**src/rtl/seven_seg_scanner.sv**
```systemverilog
// Four-digit common-anode seven-segment scanner for the HH:MM clock display.
// Scans one digit per slot with an anti-ghosting blank window, colon/PM on DP, and per-digit blink.
module seven_seg_scanner #(
    parameter int REFRESH_DIV  = 5000,
    parameter int BLANK_CYCLES = 8,
    parameter bit LZ_SUPPRESS  = 1'b1
) (
    input  logic        i_Clk_5MHz,
    input  logic        i_Reset_n,
    input  logic [15:0] i_Time,
    input  logic        i_PM,
    input  logic        i_Clk_1Hz_Pulse,
    input  logic [3:0]  i_Blink_Mask,
    output logic [3:0]  o_Anode,
    output logic [6:0]  o_Segments,
    output logic        o_DP
);

    localparam int CNT_W = (REFRESH_DIV > 1) ? $clog2(REFRESH_DIV) : 1;
    localparam logic [CNT_W-1:0] CNT_LAST  = CNT_W'(REFRESH_DIV - 1);
    localparam logic [CNT_W-1:0] CNT_BLANK = CNT_W'(BLANK_CYCLES);

    function automatic logic [6:0] seg_decode(input logic [3:0] nib);
        logic [6:0] seg;
        case (nib)
            4'd0:    seg = 7'b1000000;
            4'd1:    seg = 7'b1111001;
            4'd2:    seg = 7'b0100100;
            4'd3:    seg = 7'b0110000;
            4'd4:    seg = 7'b0011001;
            4'd5:    seg = 7'b0010010;
            4'd6:    seg = 7'b0000010;
            4'd7:    seg = 7'b1111000;
            4'd8:    seg = 7'b0000000;
            4'd9:    seg = 7'b0010000;
            default: seg = 7'b0111111;
        endcase
        return seg;
    endfunction

    logic [CNT_W-1:0] cnt_q, cnt_d;
    logic [1:0]       idx_q, idx_d;
    logic [15:0]      time_q;
    logic             pm_q;
    logic [3:0]       mask_q;
    logic             pulse_q;
    logic             phase_q, phase_d;
    logic [3:0]       anode_q, anode_d;
    logic [6:0]       seg_q, seg_d;
    logic             dp_q, dp_d;
    logic             snap_en;
    logic [3:0]       nibble;
    logic             blank;

    always_comb begin
        cnt_d   = (cnt_q == CNT_LAST) ? '0 : cnt_q + CNT_W'(1);
        idx_d   = (cnt_q == CNT_LAST) ? idx_q + 2'd1 : idx_q;
        snap_en = (cnt_q == '0) && (idx_q == 2'd0);
        phase_d = phase_q ^ (i_Clk_1Hz_Pulse & ~pulse_q);

        case (idx_q)
            2'd0:    nibble = time_q[3:0];
            2'd1:    nibble = time_q[7:4];
            2'd2:    nibble = time_q[11:8];
            default: nibble = time_q[15:12];
        endcase

        // Blanking only affects segments; DP keeps carrying PM and colon.
        blank = ((idx_q == 2'd3) && LZ_SUPPRESS && (nibble == 4'd0)) ||
                (mask_q[idx_q] && phase_q);
        seg_d = blank ? 7'b1111111 : seg_decode(nibble);
        dp_d  = ~(((idx_q == 2'd0) && pm_q) || ((idx_q == 2'd2) && !phase_q));

        anode_d = (cnt_q < CNT_BLANK) ? 4'b1111 : ~(4'b0001 << idx_q);
    end

    always_ff @(posedge i_Clk_5MHz or negedge i_Reset_n) begin
        if (!i_Reset_n) begin
            cnt_q   <= '0;
            idx_q   <= 2'd0;
            time_q  <= 16'h0000;
            pm_q    <= 1'b0;
            mask_q  <= 4'b0000;
            pulse_q <= 1'b0;
            phase_q <= 1'b0;
            anode_q <= 4'b1111;
            seg_q   <= 7'b1111111;
            dp_q    <= 1'b1;
        end else begin
            cnt_q   <= cnt_d;
            idx_q   <= idx_d;
            pulse_q <= i_Clk_1Hz_Pulse;
            phase_q <= phase_d;
            if (snap_en) begin
                time_q <= i_Time;
                pm_q   <= i_PM;
                mask_q <= i_Blink_Mask;
            end
            anode_q <= anode_d;
            seg_q   <= seg_d;
            dp_q    <= dp_d;
        end
    end

    assign o_Anode    = anode_q;
    assign o_Segments = seg_q;
    assign o_DP       = dp_q;

endmodule

```
**config.mk**
```make
export PLATFORM = sky130hd
export DESIGN_NAME = seven_seg_scanner
export DESIGN_NICKNAME = d
export VERILOG_FILES = /design/src/rtl/seven_seg_scanner.sv
export SDC_FILE = /design/constraint.sdc
export NUM_CORES = 1
export LEC_CHECK = 0
export CORE_MARGIN = 4
export CORE_UTILIZATION = 58
export DETAILED_ROUTE_END_ITERATION = 6
export HOLD_SLACK_MARGIN = 0.15
export PLACE_DENSITY = 0.83
export SYNTH_ARGS = -nofsm -noshare
export SYNTH_HDL_FRONTEND = slang
export SYNTH_SLANG_ARGS = --single-unit
```
**constraint.sdc**
```tcl
create_clock -name i_Clk_5MHz -period 3.9 [get_ports i_Clk_5MHz]
set_input_delay 0.39 -clock i_Clk_5MHz [delete_from_list [all_inputs] [get_ports i_Clk_5MHz]]
set_output_delay 0.39 -clock i_Clk_5MHz [all_outputs]
set_load 0.02 [all_outputs]
```
==> Word level (Yosys, flattened, before mapping) <==
Memory sizes are Yosys's and may differ from the RTL's.
Cells that the tools add are included.
{ "totals": {"out_inout_bits": 12, "n_memories": 1, "wordCells": 42, "in_bits": 24, "rom_bits": 112, "reg_bits": 50} }
{ "memory_table": {"columns": ["name", "words", "word_bits", "read_ports", "rd_clocked_by_memory_dff", "wr", "line_no", "source"], "rows": [
  ["(no name shown)", 16, 7, 1, 0, 0, "25", "case (nib)"]
]} }
{ "classes": {"n_shift": 1, "muxes": 6, "add_sub_neg": 2, "n_reduce_logical": 11, "n_eq_ne": 4, "n_bitwise": 5, "n_lt_le_gt_ge": 2} }
{ "op_table": {"columns": ["operator", "count"], "rows": [
  ["adder 13 x 1 -> 13 bit, second input constant", 1],
  ["equality test 13 bit, second input constant", 1],
  ["zero test 13 bit", 1],
  ["< comparator 13 x 4 -> 1 bit, second input constant", 1],
  ["2-to-1 mux 13 bit", 1],
  ["one-hot mux 4 bit (3 select lines)", 1],
  ["2-to-1 mux 7 bit", 1],
  ["logical AND 1 bit", 5],
  ["equality test 2 bit, second input constant", 2],
  ["zero test 4 bit", 1],
  ["2-to-1 mux 4 bit", 1],
  ["inverter 4 bit", 1],
  ["<< shifter 1 x 2 -> 4 bit, first input constant", 1],
  ["< comparator 2 x 3 -> 1 bit, second input constant", 1],
  ["adder 2 x 1 -> 2 bit, second input constant", 1],
  ["binary-select mux 1 bit (select 2 bit)", 1],
  ["equality test 2 x 1 -> 1 bit, second input constant", 1],
  ["zero test 2 bit", 1],
  ["logical OR 1 bit", 2],
  ["inverter 1 bit", 2],
  ["bitwise AND 1 bit", 1],
  ["zero test 1 bit", 1],
  ["2-to-1 mux 1 bit", 1],
  ["bitwise XOR 1 bit", 1]
]} }

==> Logic depth before layout (Yosys ltp) <==
Gate-level depths: netlist (run 1).
{ "depth": {"word_depth": 6, "mapped_depth": 8, "mapped_depth_nobuf": 8} }

==> Worst setup path after synthesis (run 1) <==
No wires, ideal clock.
{ "synth_path": {"path_kind": "register -> register", "from": "register idx_q[0]", "to": "register seg_q[4], in the netlist o_Segments[4]", "path_buffers": 1, "setup_slack_ns": 1.717, "synth_period_minus_slack_ns": 2.183, "arrival_ns": 2.080, "setup_ns": 0.103, "path_stages_with_launch": 8, "required_time_ns": 3.797, "cell_sequence": "dfrtp_1 -> ha_1 -> clkbuf_1 -> mux2i_1 -> inv_1 -> ha_1 -> a31oi_1 -> o21ai_0"} }
{ "synth_between": {"elab_chain_len": 6, "elab_cells_between_ends": 13, "cone_classes": "3 x eq/ne; 4 x mux; 5 x reduce/logical; 1 x memory"} }
{ "synth_rtl": {"columns": ["item", "line_no", "source"], "rows": [
  ["start: declaration", "42", "logic [1:0] idx_q, idx_d;"],
  ["start signal: assignment", "91", "idx_q <= idx_d;"],
  ["parallel branches: the longest is 5 deep, another holds memory read (16 x 7 bit)", null, null],
  ["2-to-1 mux 7 bit *", "71", "seg_d = blank ? 7'b1111111 : seg_decode(nibble);"],
  ["via seg_d[4]", "49", "logic [6:0] seg_q, seg_d;"],
  ["end signal: assignment", "100", "seg_q <= seg_d;"],
  ["end: declaration", "49", null]
]} }
Mark *: on every way through the listed nets, which the timed path passes. The select of a mux whose other input is x is not followed.
A chain may end at the register's enable or synchronous reset.

==> Final worst setup path (run 1) <==
{ "layout_path": {"from": "register idx_q[0]", "to": "register seg_q[1], in the netlist o_Segments[1]"} }
Same word-level chain as after synthesis.

==> reports/qor.yml, run 1 <==
outcome:
  outcome: "finished clean"
cts:
  cts.sinks: 50
  post_cts_resized: 0
  ctsHoldBuffers: 0
  cts_buffer_depth: 2
  cts_tree: "built"
  cts-buffers-inserted: 5
  cts_setup_buffers: 0
  clk-insertion-delay-late_ns: 0.30
  cts_root_buffer: "clkbuf_8"
  clk_pin_slew_worst_paths_ns: 0.09
  htree_num_levels: 2
cells_and_area:
  nets: 257
  antenna_cells: 0
  multi_input_area_um2: 1030
  synthToLayoutAreaGrowth_pct: 19.4
  drive_gt1_share_pct: 21.8
  fin_util_pct: 71.5
  fill_cells: 275
  regArea_um2: 1270
  post-route-cell-area_um2: 2860
yosys:
  syn_nets: 220
  ys.flop_type: "dfrtp_1"
  async_reset_ff_share_pct: 100
  ys_seq_elements: 50
  yosys_warnings: 0
  ys_seq_area_share_pct: 52.9
  synth_enable_flop_cells: 0
  post_synth_instance_area_um2: 2390
  synthDistinctLibCells: 37
  syn_area_per_cell_um2: 12.8
  syn_inst: 187
setup_path:
  crit_required_ns: 4.09
  arrival_ns: 2.82
  critPathCaptureType: "register"
  crit_fanout: 7
  crit_type: "reg -> reg"
  critPathLaunchType: "register"
min_path:
  hold_path.class: "in -> async"
floorplan:
  dieArea_um2: 5220
  rows: 23
  dieHeight_um: 72.2
  die-width_um: 72.2
  io_pins: 36
  start_util_pct: 59.8
  core-area_um2: 4000
timing:
  slew_viol_final: 0
  finalWorstSetupSlack_ns: 1.27
  fin_worst_skew_ns: 0.00734
  hold_viol: 0
  rsz0062_at_grt: "false"
  tightest_slew_ns: 1.09
  fin_crit_ns: 2.63
  setup_tns_ns: 0
  slew_headroom_pct: 27.4
  layout_worst_path_cycle_share_pct: 67.4
  setup_viol: 0
  fmax_mhz: 381
global_route:
  grt_pass1_vias: 1584
  antenna_found_initial: 0
  grt_pass1_wl_mm: 7.85
  grt_max_degree: 51
  grt_use_total_pct: 19.5
  gr-total-overflow: 0
detailed_routing:
  drc: 0
  drt_first_iter_violations: 157
  firstDrtPassIters: 5
  via_per_inst: 5.63
  vias: 1548
  wl_per_cell_um: 16.8
  drt_wl_total_mm: 4.63
  ant_nets: 0
placed_design:
  place_area_um2: 2750
  dp_slack_ns: 1.36
  io_buffer_count: 35
  dpl.hpwl_mm: 3.27
  gp_congestion: 0.940
run:
  drv_cap: 0
power:
  power_per_cell_area_nw_per_um2: 377
  leakagePower_nw: 1.27
  ir_drop_mv: 0.275
## placed cells by master, fill, tap and decap left out, types with 2 or more instances in the layout
cell type	instances
dfrtp_1	38
clkdlybuf4s50_1	34
mux2_4	20
nand2_1	13
dfstp_2	12
inv_1	11
ha_1	9
o21ai_0	8
xnor2_1	8
nor2_1	7
mux2i_1	6
nand4_1	6
nand3_1	5
clkbuf_8	5
xor2_1	4
a222oi_1	3
a21oi_1	3
nor2b_1	3
nor3_1	3
and3_1	3
mux2_2	2
a31oi_1	2
a211oi_1	2
clkinv_2	2
## logic make-up (layout without fill, tap and decap cells)
logic type	Yosys count	in the layout	share of synthesized area, %
and+or+nand+nor	50	50	12.2
DFF	50	50	52.9
buffers and inverters	16	54	3.87
muxes	28	28	16.0
adders and majority gates	9	9	4.70
AOI/OAI and AO/OA	22	22	5.96
xor gates and xnor gates	12	12	4.39
## per-stage QoR
step	hold WS [ns]	std cells	power, mW
finish	0.282	275	1.08
global route	0.354	275	1.13
CTS	0.305	275	1.09
detailed placement	0.428	267	0.734
global placement	0.475	267	0.730
floorplan	0.0944	187	0.656
## worst max-delay path: stages (launching register included)
cell	delay (ns)
dfrtp_1	0.45
inv_1	0.15
ha_1	0.32
a222oi_1	0.14
mux2i_1	0.42
inv_1	0.18
ha_1	0.23
a31oi_1	0.43
o211ai_1	0.20
## synthesized netlist by cell type (2+ instances only)
master	n	share of area, %
nand3_1	5	1.0
and3_1	3	0.78
dfstp_2	12	13
a31oi_1	2	0.52
inv_1	11	1.7
mux2_2	2	0.94
clkbuf_1	3	0.47
buf_12	2	1.7
mux2i_1	6	2.5
o21ai_0	8	1.7
nor2b_1	3	0.78
ha_1	9	4.7
a211oi_1	2	0.63
mux2_4	20	13
a21oi_1	3	0.63
a222oi_1	3	1.3
nor3_1	3	0.63
xor2_1	4	1.5
nand4_1	6	1.6
xnor2_1	8	2.9
nor2_1	7	1.1
dfrtp_1	38	40
nand2_1	13	2.0
## power by group
| group | switching [mW] | internal (mW) |
|---|---|---|
| registers | 0.0177 | 0.560 |
| clock network | 0.164 | 0.189 |
| logic | 0.0711 | 0.0768 |
## registers in the layout, indices dropped and copies added (netlist names), 2 cells and up
register and flops:
time_q 16, cnt_q 13, o_Segments 7, mask_q 4
o_Anode 4, idx_q 2
## routing by layer
metal / up-vias / track usage [%] / wire (µm)
li1: 733 / - / -
met1: 750 / 26.4 / 2010
met2: 56 / 31.0 / 2240
met3: 9 / 4.16 / 281
met4: 0 / 7.31 / 93
met5: - / 0 / 0
## path summary, 6_finish.rpt
path / cells after the start / startpoint / end / slack, ns
worst max-delay path: 8 / idx_q[0]$_DFFE_PN0N_ / o_Segments[1]$_DFF_PN1_ / 1.27
worst min-delay path: 1 / i_Reset_n / pm_q$_DFFE_PN0P_ / 0.28
worst max register to register: 8 / idx_q[0]$_DFFE_PN0N_ / o_Segments[1]$_DFF_PN1_ / 1.27
worst min register to register: 1 / pm_q$_DFFE_PN0P_ / o_DP$_DFF_PN1_ / 0.46
max in group asynchronous: 1 / i_Reset_n / cnt_q[4]$_DFF_PN0_ / 2.94
min in group i_Clk_5MHz: 1 / pm_q$_DFFE_PN0P_ / o_DP$_DFF_PN1_ / 0.46
## final cells by class
class | instances | area share [%]
tap | 50 | 2.19
sequential | 50 | 44.3
inverter | 11 | 1.44
timing repair buffer | 35 | 12.1
multi-input combinational | 121 | 36.2
clock buffer | 5 | 2.41
clock inverter | 3 | 1.40
No activity file was read; power rests on OpenSTA's default activity.
==> inputs of run 2 (changes only) <==
Settings changed: CORE_UTILIZATION 58 to 53, PLACE_DENSITY 0.83 to 0.76.
Clock period 3.9 ns to 2.7 ns, I/O delays scaled along.
==> run 2 against run 1 <==
Clock skew about the same; cell count rose by 1.1%; first-iteration DRC count down 25%; die area up 8.4%; hold slack got worse by 0.16 ns; worst setup slack got worse by 0.99 ns; core utilization down 5.3 points; register-to-register slack worse by 0.99 ns; critical path depth unchanged; sequential power up 44%; flip-flop and latch count is the same; critical path type unchanged; critical endpoint is now o_Segments[5]$_DFF_PN1_; largest power group unchanged; highest routed layer unchanged.
==> reports/qor.yml, run 2 (synthesis gave the netlist of run 1 again) <==
timing:
  fin_worst_skew_ns: 0.00747
  rsz0062_at_grt: "false"
  hold_viol: 0
  fin_crit_ns: 2.42
  setup_viol: 0
  setup_tns_ns: 0
  slew_headroom_pct: 34.6
  layout_worst_path_cycle_share_pct: 89.7
  tightest_slew_ns: 0.981
  whs_ns: 0.124
  fmax_mhz: 413
  slew_viol_final: 0
setup_path:
  critPathCaptureType: "register"
  crit_chain: "inv_1 -> ha_1 -> a222oi_1 -> mux2i_1 -> inv_1 -> ha_1 -> a31oi_2 -> o21ai_0"
  reg2reg_from: "idx_q[0]$_DFFE_PN0N_"
  crit_type: "reg -> reg"
  critPathTopFamily: "compound AO/OA/AOI/OAI gates"
  cp.buffers_inverters: 2
  crit_required_ns: 2.91
  slowest_delay_ns: 0.45
  crit_fanout: 7
  rr_worst_depth: 8
  rrSetupSlack_ns: 0.28
  cp_slowest_cell: "dfrtp_1"
  timing.rr.end: "o_Segments[5]$_DFF_PN1_"
  critPathLaunchType: "register"
  arrival_ns: 2.63
run:
  drv_cap: 0
detailed_routing:
  firstDrtPassIters: 4
  wl_per_cell_um: 16.0
  drt_wl_total_mm: 4.46
  ant_nets: 0
  drt_first_iter_violations: 118
  via_per_inst: 5.51
  drc: 0
  vias: 1532
cells_and_area:
  final_common_cell: "dfrtp_1"
  fill_cells: 318
  synthToLayoutAreaGrowth_pct: 20.3
  post-route-cell-area_um2: 2880
  final_cell_mix: "dfrtp_1, clkdlybuf4s50_1, mux2_4, nand2_1, dfstp_2"
  antenna_cells: 0
  nets: 258
  largest_reg_flops: 16
  regMostFlops: "time_q"
  drive_gt1_share_pct: 22.6
floorplan:
  dieArea_um2: 5660
  dieHeight_um: 75.2
  io_pins: 36
  die-width_um: 75.2
  start_util_pct: 55.0
  rows: 24
  core-area_um2: 4350
global_route:
  grt_use_total_pct: 17.1
  gr-total-overflow: 0
  grt_pass1_vias: 1560
  grt_max_degree: 48
  antenna_found_initial: 0
  grt_pass1_wl_mm: 7.30
cts:
  ctsHoldBuffers: 0
  clk-insertion-delay-late_ns: 0.30
  cts.sinks: 50
  cts-buffers-inserted: 5
  cts_buffer_depth: 2
  clk_pin_slew_worst_paths_ns: 0.09
  cts_root_buffer: "clkbuf_8"
  htree_num_levels: 2
  cts_tree: "built"
outcome:
  outcome: "finished clean"
placed_design:
  dpl.hpwl_mm: 3.10
  io_buffer_count: 35
  gp_congestion: 0.821
  place_area_um2: 2760
power:
  leakagePower_nw: 1.27
  total_power_mw: 1.56
  power_per_cell_area_nw_per_um2: 542
  ir_drop_mv: 0.525
min_path:
  hold_path.class: "in -> async"
[run 2: repair_timing]
item,4_1_cts,5_1_grt
endpoints found under the hold margin,0,0
setup endpoints to repair,0,7
buffers inserted,0,0
gates resized for setup,0,2
[run 2: cell type report]
cell class	count	area, µm²	share of cell area, %
Clock buffer	6	72.6	2.52
Clock inverter	2	37.5	1.30
Inverter	11	41.3	1.43
Multi-Input combinational cell	121	1040	36.3
Sequential cell	50	1270	44.0
Tap cell	52	65.1	2.26
Timing Repair Buffer	36	353	12.3
[run 2: per-stage QoR]
step / instances / util [%] / setup slack (ns)
after CTS: 278 / 65.9 / 0.0772
final: 278 / 66.1 / 0.278
after global placement: 270 / 63.4 / 0.255
after detailed placement: 270 / 63.4 / 0.0900
after global routing: 278 / 66.1 / 0.0381
after floorplan: 187 / - / 0.517
[run 2: where the power goes]
| group | internal [mW] | switching [mW] |
|---|---|---|
| combinational | 0.114 | 0.102 |
| clock | 0.277 | 0.241 |
| sequential | 0.809 | 0.0207 |
[run 2: worst max path at each step]
stage	start	end	cells after the start
after detailed placement	idx_q[0]$_DFFE_PN0N_	o_Segments[4]$_DFF_PN1_	8
after global routing	idx_q[0]$_DFFE_PN0N_	o_Segments[6]$_DFF_PN1_	8
final	idx_q[0]$_DFFE_PN0N_	o_Segments[5]$_DFF_PN1_	8
after CTS	idx_q[0]$_DFFE_PN0N_	o_Segments[5]$_DFF_PN1_	8
after floorplan	idx_q[0]$_DFFE_PN0N_	o_Segments[4]$_DFF_PN1_	7
after global placement	idx_q[0]$_DFFE_PN0N_	o_Segments[4]$_DFF_PN1_	8
[run 2: per-layer routing]
metal | track usage (%) | wire length [µm]
met5 | 0 | 0
met2 | 27.9 | 2140
met1 | 22.6 | 2010
met3 | 4.41 | 231
met4 | 5.05 | 76
[run 2: worst reg2reg max path, cell delays in order (launching register included)]
cell and delay [ns]:
dfrtp_1 0.45, inv_1 0.14, ha_1 0.33, a222oi_1 0.14
mux2i_1 0.41, inv_1 0.14, ha_1 0.25, a31oi_2 0.32
o21ai_0 0.16
